<file path="src/rtl/pc_gen_pkg.sv">
// Shared types and constants for the fetch-front-end program counter.
// Holds the control-state encoding and the two instruction-size increments.
package pc_gen_pkg;

   typedef enum logic [1:0] {
      ST_BOOT   = 2'b00,
      ST_RUN    = 2'b01,
      ST_HALTED = 2'b10
   } pc_state_e;

   localparam logic [2:0] INC_16 = 3'd2;
   localparam logic [2:0] INC_32 = 3'd4;

   // Byte step for the instruction currently at the PC.
   function automatic logic [2:0] inc_size(input logic support_c, input logic compressed);
      logic [2:0] step;
      if (support_c && compressed) begin
         step = INC_16;
      end else begin
         step = INC_32;
      end
      return step;
   endfunction

endpackage

</file>
<file path="src/rtl/pc_gen_if.sv">
// Redirect, halt and fetch-handshake bundle between execute/trap logic, pc_gen and fetch.
// The master modport is the PC generator; the slave modport is its environment.
interface pc_gen_if #(
   parameter int XLEN = 64
);
   logic            trap_valid;
   logic [XLEN-1:0] trap_target;
   logic            redirect_valid;
   logic [XLEN-1:0] redirect_target;
   logic            halt_req;
   logic            resume_req;
   logic            fetch_ready;
   logic            instr_compressed;
   logic [XLEN-1:0] pc_out;
   logic            pc_valid;
   logic            pc_misaligned;
   logic [1:0]      state_out;
   logic [XLEN-1:0] fetch_count;

   modport master (
      input  trap_valid, trap_target, redirect_valid, redirect_target,
      input  halt_req, resume_req, fetch_ready, instr_compressed,
      output pc_out, pc_valid, pc_misaligned, state_out, fetch_count
   );

   modport slave (
      output trap_valid, trap_target, redirect_valid, redirect_target,
      output halt_req, resume_req, fetch_ready, instr_compressed,
      input  pc_out, pc_valid, pc_misaligned, state_out, fetch_count
   );
endinterface

</file>
<file path="src/rtl/pc_gen_next_sel.sv">
// Combinational next-PC selection: trap over redirect over sequential increment,
// with target alignment masking and misalignment detection.
module pc_next_sel
   import pc_gen_pkg::*;
#(
   parameter int XLEN      = 64,
   parameter bit SUPPORT_C = 1'b1
) (
   input  logic [XLEN-1:0] pc,
   input  logic            trap_en,
   input  logic [XLEN-1:0] trap_target,
   input  logic            redirect_en,
   input  logic [XLEN-1:0] redirect_target,
   input  logic            inc_en,
   input  logic            compressed,
   output logic [XLEN-1:0] next_pc,
   output logic            load,
   output logic            misaligned
);

   logic [XLEN-1:0] sel_target_s;
   logic [XLEN-1:0] inc_s;

   // Without compressed support targets are forced onto 4-byte boundaries.
   function automatic logic [XLEN-1:0] align_target(input logic [XLEN-1:0] t);
      logic [XLEN-1:0] a;
      a = t;
      a[0] = 1'b0;
      if (!SUPPORT_C) begin
         a[1] = 1'b0;
      end else begin
         a[1] = t[1];
      end
      return a;
   endfunction

   function automatic logic target_misaligned(input logic [XLEN-1:0] t);
      logic m;
      if (!SUPPORT_C) begin
         m = t[1];
      end else begin
         m = 1'b0;
      end
      return m;
   endfunction

   assign inc_s = {{(XLEN-3){1'b0}}, inc_size(SUPPORT_C, compressed)};

   // Priority mux for the PC that will be registered on the next edge.
   always_comb begin
      sel_target_s = redirect_target;
      next_pc      = pc;
      misaligned   = 1'b0;
      load         = trap_en | redirect_en;
      if (trap_en) begin
         sel_target_s = trap_target;
      end else begin
         sel_target_s = redirect_target;
      end
      if (load) begin
         next_pc    = align_target(sel_target_s);
         misaligned = target_misaligned(sel_target_s);
      end else if (inc_en) begin
         next_pc    = pc + inc_s;
         misaligned = 1'b0;
      end else begin
         next_pc    = pc;
         misaligned = 1'b0;
      end
   end

endmodule

</file>
<file path="src/rtl/pc_gen.sv">
// RISC-V fetch program counter: BOOT/RUN/HALTED control, redirects, valid/ready
// handshake to fetch, sticky misalignment flag and accepted-fetch counter.
module pc_gen
   import pc_gen_pkg::*;
#(
   parameter int          XLEN         = 64,
   parameter logic [63:0] RESET_VECTOR = 64'h0,
   parameter bit          SUPPORT_C    = 1'b1
) (
   input logic     clk,
   input logic     reset_n,
   pc_gen_if.master bus
);

   localparam logic [XLEN-1:0] RST_PC  = RESET_VECTOR[XLEN-1:0];
   localparam logic [XLEN-1:0] CNT_ONE = {{(XLEN-1){1'b0}}, 1'b1};

   pc_state_e       state_r;
   pc_state_e       state_nxt_s;
   logic [XLEN-1:0] pc_r;
   logic [XLEN-1:0] cnt_r;
   logic            valid_r;
   logic            mis_r;
   logic [XLEN-1:0] next_pc_s;
   logic            handshake_s;
   logic            trap_en_s;
   logic            redirect_en_s;
   logic            load_s;
   logic            mis_s;

   // valid_r is high exactly in RUN, so it doubles as the handshake qualifier.
   assign handshake_s = valid_r & bus.fetch_ready;

   // Next-state decode and gating of redirect sources by control state.
   always_comb begin
      state_nxt_s   = state_r;
      trap_en_s     = 1'b0;
      redirect_en_s = 1'b0;
      case (state_r)
         ST_BOOT: begin
            state_nxt_s = ST_RUN;
         end
         ST_RUN: begin
            trap_en_s     = bus.trap_valid;
            redirect_en_s = bus.redirect_valid;
            if (bus.halt_req) begin
               state_nxt_s = ST_HALTED;
            end else begin
               state_nxt_s = ST_RUN;
            end
         end
         ST_HALTED: begin
            trap_en_s     = bus.trap_valid;
            redirect_en_s = bus.redirect_valid;
            if (bus.trap_valid) begin
               state_nxt_s = ST_RUN;
            end else if (bus.resume_req && !bus.halt_req) begin
               state_nxt_s = ST_RUN;
            end else begin
               state_nxt_s = ST_HALTED;
            end
         end
         default: begin
            state_nxt_s = ST_BOOT;
         end
      endcase
   end

   pc_next_sel #(
      .XLEN      (XLEN),
      .SUPPORT_C (SUPPORT_C)
   ) u_next_sel (
      .pc              (pc_r),
      .trap_en         (trap_en_s),
      .trap_target     (bus.trap_target),
      .redirect_en     (redirect_en_s),
      .redirect_target (bus.redirect_target),
      .inc_en          (handshake_s),
      .compressed      (bus.instr_compressed),
      .next_pc         (next_pc_s),
      .load            (load_s),
      .misaligned      (mis_s)
   );

   // State, PC, valid, sticky misalignment flag and fetch counter registers.
   always_ff @(posedge clk) begin
      if (!reset_n) begin
         state_r <= ST_BOOT;
         pc_r    <= RST_PC;
         valid_r <= 1'b0;
         mis_r   <= 1'b0;
         cnt_r   <= {XLEN{1'b0}};
      end else begin
         state_r <= state_nxt_s;
         pc_r    <= next_pc_s;
         valid_r <= (state_nxt_s == ST_RUN);
         if (load_s) begin
            mis_r <= mis_s;
         end
         if (handshake_s) begin
            cnt_r <= cnt_r + CNT_ONE;
         end
      end
   end

   assign bus.pc_out        = pc_r;
   assign bus.pc_valid      = valid_r;
   assign bus.pc_misaligned = mis_r;
   assign bus.state_out     = state_r;
   assign bus.fetch_count   = cnt_r;

endmodule

</file>
<file path="src/flat_wrapper.sv">
// flat-port wrapper written by rule: the top's interface ports become plain ports
module pc_gen_flat import pc_gen_pkg::*;
#(
   parameter int          XLEN         = 64,
   parameter logic [63:0] RESET_VECTOR = 64'h0,
   parameter bit          SUPPORT_C    = 1'b1
)
  (clk, reset_n, bus_trap_valid, bus_trap_target, bus_redirect_valid, bus_redirect_target, bus_halt_req, bus_resume_req, bus_fetch_ready, bus_instr_compressed, bus_pc_out, bus_pc_valid, bus_pc_misaligned, bus_state_out, bus_fetch_count);
  pc_gen_if #(.XLEN(XLEN)) bus_i ();
  input logic clk;
  input logic reset_n;
  input wire logic [$bits(bus_i.trap_valid)-1:0] bus_trap_valid;
  input wire logic [$bits(bus_i.trap_target)-1:0] bus_trap_target;
  input wire logic [$bits(bus_i.redirect_valid)-1:0] bus_redirect_valid;
  input wire logic [$bits(bus_i.redirect_target)-1:0] bus_redirect_target;
  input wire logic [$bits(bus_i.halt_req)-1:0] bus_halt_req;
  input wire logic [$bits(bus_i.resume_req)-1:0] bus_resume_req;
  input wire logic [$bits(bus_i.fetch_ready)-1:0] bus_fetch_ready;
  input wire logic [$bits(bus_i.instr_compressed)-1:0] bus_instr_compressed;
  output wire logic [$bits(bus_i.pc_out)-1:0] bus_pc_out;
  output wire logic [$bits(bus_i.pc_valid)-1:0] bus_pc_valid;
  output wire logic [$bits(bus_i.pc_misaligned)-1:0] bus_pc_misaligned;
  output wire logic [$bits(bus_i.state_out)-1:0] bus_state_out;
  output wire logic [$bits(bus_i.fetch_count)-1:0] bus_fetch_count;
  assign bus_i.trap_valid = bus_trap_valid;
  assign bus_i.trap_target = bus_trap_target;
  assign bus_i.redirect_valid = bus_redirect_valid;
  assign bus_i.redirect_target = bus_redirect_target;
  assign bus_i.halt_req = bus_halt_req;
  assign bus_i.resume_req = bus_resume_req;
  assign bus_i.fetch_ready = bus_fetch_ready;
  assign bus_i.instr_compressed = bus_instr_compressed;
  assign bus_pc_out = bus_i.pc_out;
  assign bus_pc_valid = bus_i.pc_valid;
  assign bus_pc_misaligned = bus_i.pc_misaligned;
  assign bus_state_out = bus_i.state_out;
  assign bus_fetch_count = bus_i.fetch_count;
  pc_gen #(.XLEN(XLEN), .RESET_VECTOR(RESET_VECTOR), .SUPPORT_C(SUPPORT_C)) u_core (.clk(clk), .reset_n(reset_n), .bus(bus_i));
endmodule
</file>
<file path="config.mk">
export PLATFORM = sky130hd
export DESIGN_NAME = pc_gen_flat
export DESIGN_NICKNAME = d
export VERILOG_FILES = /design/src/rtl/pc_gen_pkg.sv /design/src/rtl/pc_gen_if.sv /design/src/rtl/pc_gen_next_sel.sv /design/src/rtl/pc_gen.sv /design/src/flat_wrapper.sv
export SDC_FILE = /design/constraint.sdc
export NUM_CORES = 1
export LEC_CHECK = 0
export BUFFER_PORTS_ARGS = -buffer_cell sky130_fd_sc_hd__clkbuf_2
export CORE_UTILIZATION = 54
export DETAILED_ROUTE_END_ITERATION = 8
export PLACE_DENSITY_LB_ADDON = 0.3
export RECOVER_POWER = 50
export SETUP_SLACK_MARGIN = 0.4
export SLEW_MARGIN = 10
export SYNTH_ARGS = -nofsm -noshare
export SYNTH_HDL_FRONTEND = slang
export SYNTH_SLANG_ARGS = --single-unit
export TNS_END_PERCENT = 50
</file>
<file path="constraint.sdc">
create_clock -name clk -period 4.2 [get_ports clk]
set_input_delay 0.84 -clock clk [delete_from_list [all_inputs] [get_ports clk]]
set_output_delay 0.84 -clock clk [all_outputs]
set_load 0.01 [all_outputs]
</file>
Word-level counts from Yosys, hierarchy flattened
Index checks and enable logic that the tools add are counted.
{"block": "classes", "n_reduce_logical": 6, "n_mux": 10, "n_bitwise": 3, "eq_ne": 3, "n_addsub": 2}
{"op": "64-bit two-way mux", "count": 3}
{"op": "64-bit by 1-bit adder with 64-bit output, second input constant", "count": 1}
{"op": "64-bit by 3-bit adder with 64-bit output", "count": 1}
{"op": "2-bit two-way mux", "count": 3}
{"op": "2-bit case mux with 3 select lines", "count": 1}
{"op": "2-bit by 1-bit equality test with 1-bit output, second input constant", "count": 2}
{"op": "2-bit OR reduction", "count": 2}
{"op": "3-bit two-way mux", "count": 1}
{"op": "2-bit equality test, second input constant", "count": 1}
{"op": "2-bit zero test", "count": 1}
{"op": "1-bit two-way mux", "count": 2}
{"op": "2-bit nonzero test", "count": 1}
{"op": "1-bit bitwise AND", "count": 1}
{"op": "1-bit logical AND", "count": 1}
{"op": "1-bit zero test", "count": 1}
{"op": "1-bit NOT", "count": 1}
{"op": "1-bit OR", "count": 1}
{"block": "totals", "register_bits": 131, "output_inout_bits": 132}

Depth between registers and ports, before layout
{"block": "depth", "word_depth": 6, "depth_mapped": 10}

Cells and area by module
A second synthesis with hierarchy kept.
{"block": "hier_totals", "hier_cells": 982, "area_unflattened_um2": 7851.3}
{"module": "pc_gen", "cells_each": 528, "n_inst": 1, "area_per_inst_um2": 5021.1}
{"module": "pc_next_sel", "cells_each": 454, "n_inst": 1, "area_per_inst_um2": 2830.2}

Worst setup path after synthesis
Ideal clock, no wire load.
{"block": "synth_timing", "kind": "input port to flip-flop", "startpoint": "input port bus_instr_compressed", "endpoint": "register u_core.pc_r[63] (netlist: u_core.bus.pc_out[63])", "required_time_ps": 4109, "setup_slack_ps": 1461, "stages": 8, "t_arrival_ps": 2648, "cell_sequence": "ha_1 > inv_1 > fa_1 > nor3_1 > and4_1 > nand4_1 > or4_1 > a311oi_1"}
{"block": "synth_between", "elab_chain_cells": 4}
{"item": "start, declared", "line": "flat_wrapper.sv:19", "text": "input wire logic [$bits(bus_i.instr_compressed)-1:0] bus_instr_compressed;"}
{"item": "3-bit two-way mux", "line": "pc_gen_pkg.sv:17", "text": "if (support_c && compressed) begin"}
{"item": "64-bit by 3-bit adder with 64-bit output", "line": "pc_gen_next_sel.sv:64", "text": "next_pc = pc + inc_s;"}
{"item": "64-bit two-way mux", "line": "pc_gen_next_sel.sv:63", "text": "end else if (inc_en) begin"}
{"item": "64-bit two-way mux", "line": "pc_gen_next_sel.sv:60", "text": "if (load) begin"}
{"item": "end signal, assigned", "line": "pc_gen.sv:95", "text": "pc_r <= next_pc_s;"}
{"item": "end, declared", "line": "pc_gen.sv:20", "text": "logic [XLEN-1:0] pc_r;"}
No other way between the ends. The select of a mux whose other input is x is not followed.
A chain may end at the register's enable or synchronous reset.

Final worst setup path
{"block": "layout_timing", "startpoint": "input port reset_n", "endpoint": "register u_core.pc_r[37] (netlist: u_core.bus.pc_out[37])"}
{"item": "start, declared", "line": "flat_wrapper.sv:11", "text": "input logic reset_n;"}
No word-level cell between the ends.

==> qor.yml <==
run_status:
  outcome: "completed"
clock_tree:
  clk_latency_ps: 430
  clk_pin_slew_worst_paths_ps: 60
  ctsHoldBuffers: 0
  cts_sinks: 130
  htreeDepth: 4
  root_buffer: "clkbuf_16"
  cts_made_buffers: 17
  clock_path_buffers: 2
  cts_resized: 0
  cts_setup_buffers: 0
  cts_tree: "yes"
route:
  dr.pass1.iters: 7
  detail_route.iter0.violations: 666
  remaining_drc_errors: 0
  vias: 7880
  avgViaCountPerCell: 5.76
  detail-route-antenna-nets: 0
  routed_wl_um: 22600
  wl_per_cell_um: 16.5
yosys:
  synthFlopType: "dfxtp_1"
  synth_top_family_by_area: "simple AND/OR/NAND/NOR gates"
  synth_cells: 942
  synth-xor-area-share_pct: 12.5
  yosysMostFrequentCell: "nand2_1"
  yosysTopAreaCellShare_pct: 35.4
  synth_common_cells: "141 x nand2_1, 130 x dfxtp_1, 80 x nor2_1, 72 x xnor2_1, 65 x nand3_1"
  synthTopCellsByArea: "dfxtp_1 35%, xnor2_1 8.6%, nand2_1 7.2%"
  synth_edf_count: 0
  synth-compound-area-share_pct: 13.0
  muxShareOfSynthArea_pct: 0.561
  ys_types: 56
  netlist_area_mm2: 0.00736
  synth-seq-cells: 130
  yosysWarningCount: 0
  async_flop_share_pct: 0
  syn-mean-instance-area_um2: 7.81
  yosysTopAreaCell: "dfxtp_1"
  synth-simple-area-share_pct: 32.4
  synth-adder-area-share_pct: 1.46
  yosysSeqAreaShare_pct: 35.4
setup_path:
  crit_fanout: 56
  arrival_ps: 3660
  r2r_slack_ps: 1370
  start_kind: "primary input"
  max_stage_delay_ps: 820
  path_cells: "clkbuf_1 -> clkinvlp_2 -> clkbuf_2 -> buf_4 -> a221oi_1"
  cp.required_ps: 4530
  end_kind: "flip-flop"
  crit_type: "primary input to flip-flop"
  critPathSlowestCell: "clkbuf_1"
run:
  max_cap_violations: 0
floorplan:
  rows: 42
  die_w_um: 119
  initial_core_util_pct: 55.5
  fp.dieH_um: 119
  floorplan.die_area_mm2: 0.0141
  ios: 268
  core_area_mm2: 0.0132
final_layout:
  fin_nets: 1325
  final_core_util_pct: 69.9
  nFillCells: 1182
  num_antenna_cells: 0
  drive_above_1_share_pct: 18.8
  syn2layout_area_growth_pct: 25.8
global_route:
  grt_usage_pct: 32.5
  antenna_found_initial: 0
  met1_usage_pct: 40.7
  grt_pass1_vias: 7272
  grt_pass1_wl_um: 36700
  busiest_layer: "met2"
  grtUsageMet3_pct: 7.72
  grt_start_max_net_pins: 57
  met2_usage_pct: 53.9
  overflow: 0
sta:
  final-hold-violation-count: 0
  grt_setup_unrepaired: "no"
  setup_slack_ps: 870
  setup_tns_ps: 0
  period_share_pct: 79.3
  period_needed_ps: 3330
  clock_skew_ps: 10.6
  tightest_slew_ps: 1270
  max_slew_margin_pct: 15.2
  setup_viol: 0
  slew_violations: 0
  max_freq_mhz: 300
placed_design:
  dpl.hpwl_um: 16200
  numPortBuffers: 263
  dp_slack_ps: 858
  gp_congestion: 0.943
pwr:
  leakagePower_nw: 3.53
  power_density_mw_per_mm2: 395
  ir_worst_vdd_mv: 0.303
min_path:
  hold_class: "flip-flop to flip-flop"
-- state kept, by name (all words and copies together), names as in the netlist --
name                    count
u_core.bus.fetch_count     64
u_core.bus.state_out        2
u_core.bus.pc_valid         1
u_core.bus.pc_out          63
-- cells in the final DEF (no fill, tap or decap), types with 7 or more instances in the layout --
master     netlist  routed
inv_1           32      32
nand2_1        141     140
xor2_1          33      33
a211oi_1         7       7
a311oi_1        13      13
and3_1          25      25
a221oi_1        22      22
nand4_1         29      29
nor2_1          80      80
nor4_1          23      23
clkbuf_1        47     110
ha_1             7       7
clkbuf_2         0     156
clkbuf_16        0      17
and2_1          10       8
a21oi_1         53      53
or3_1           16      16
nor3_1          35      35
nand3_1         65      65
o21ai_0         17      17
dfxtp_1        130     130
buf_4            2      10
xnor2_1         72      72
and4_1          15      15
-- worst paths after layout --
kind,to,from,cells past startpoint
max reg2reg,u_core.bus.pc_out[63],u_core.bus.pc_out[1],9
max,u_core.bus.pc_out[37],reset_n,5
min,u_core.bus.fetch_count[1],u_core.bus.fetch_count[1],2
min reg2reg,u_core.bus.fetch_count[1],u_core.bus.fetch_count[1],2
-- routing by layer --
metal	vias to the layer above	share of wire, %	wire length (um)
li1	3823	-	-
met1	3659	43	9750
met2	350	47	10600
met3	48	7.6	1720
met4	0	2.6	583
met5	-	0	0
-- power breakdown --
group / leakage, nW / total [mW] / internal, mW / switching (mW)
sequential: 1.06 / 1.46 / 1.33 / 0.131
combinational: 2.18 / 0.630 / 0.254 / 0.376
clock: 0.291 / 1.57 / 1.02 / 0.549
-- area by class of cell --
cell class	instances	area (um^2)	share of cell area, %
Multi-Input combinational cell	725	4430	47.9
Sequential cell	130	2600	28.1
Timing Repair Buffer	274	1260	13.6
Clock buffer	21	460	4.97
Tap cell	176	220	2.38
Clock inverter	9	156	1.69
Inverter	33	125	1.35
-- cell families (layout without fill, tap and decap cells) --
family | after synthesis | in the layout
AO/OA/AOI/OAI | 139 | 139
XOR/XNOR | 105 | 105
adder cells (fa/ha/maj) | 8 | 8
buffers and inverters | 88 | 337
flip-flops | 130 | 130
multiplexers | 4 | 4
other | 1 | 2
AND/OR/NAND/NOR | 467 | 467
-- per-stage QoR --
stage          power (mW)  instance area, um^2  hold WS, ps  std cells
5_1_grt              3.80                 9260          527       1368
4_1_cts              3.67                 9390          506       1368
2_1_floorplan        1.84                 7360          508        943
3_3_place_gp         2.11                 8780          488       1338
3_5_place_dp         2.12                 8780          492       1338
6_report             3.65                 9260          500       1368
-- worst max-delay path, delay by kind of cell --
kind,cells,cell delay (ps)
buffers and inverters,4,2490
AOI/OAI and AO/OA,1,290
No activity file was read; power rests on OpenSTA's default activity.
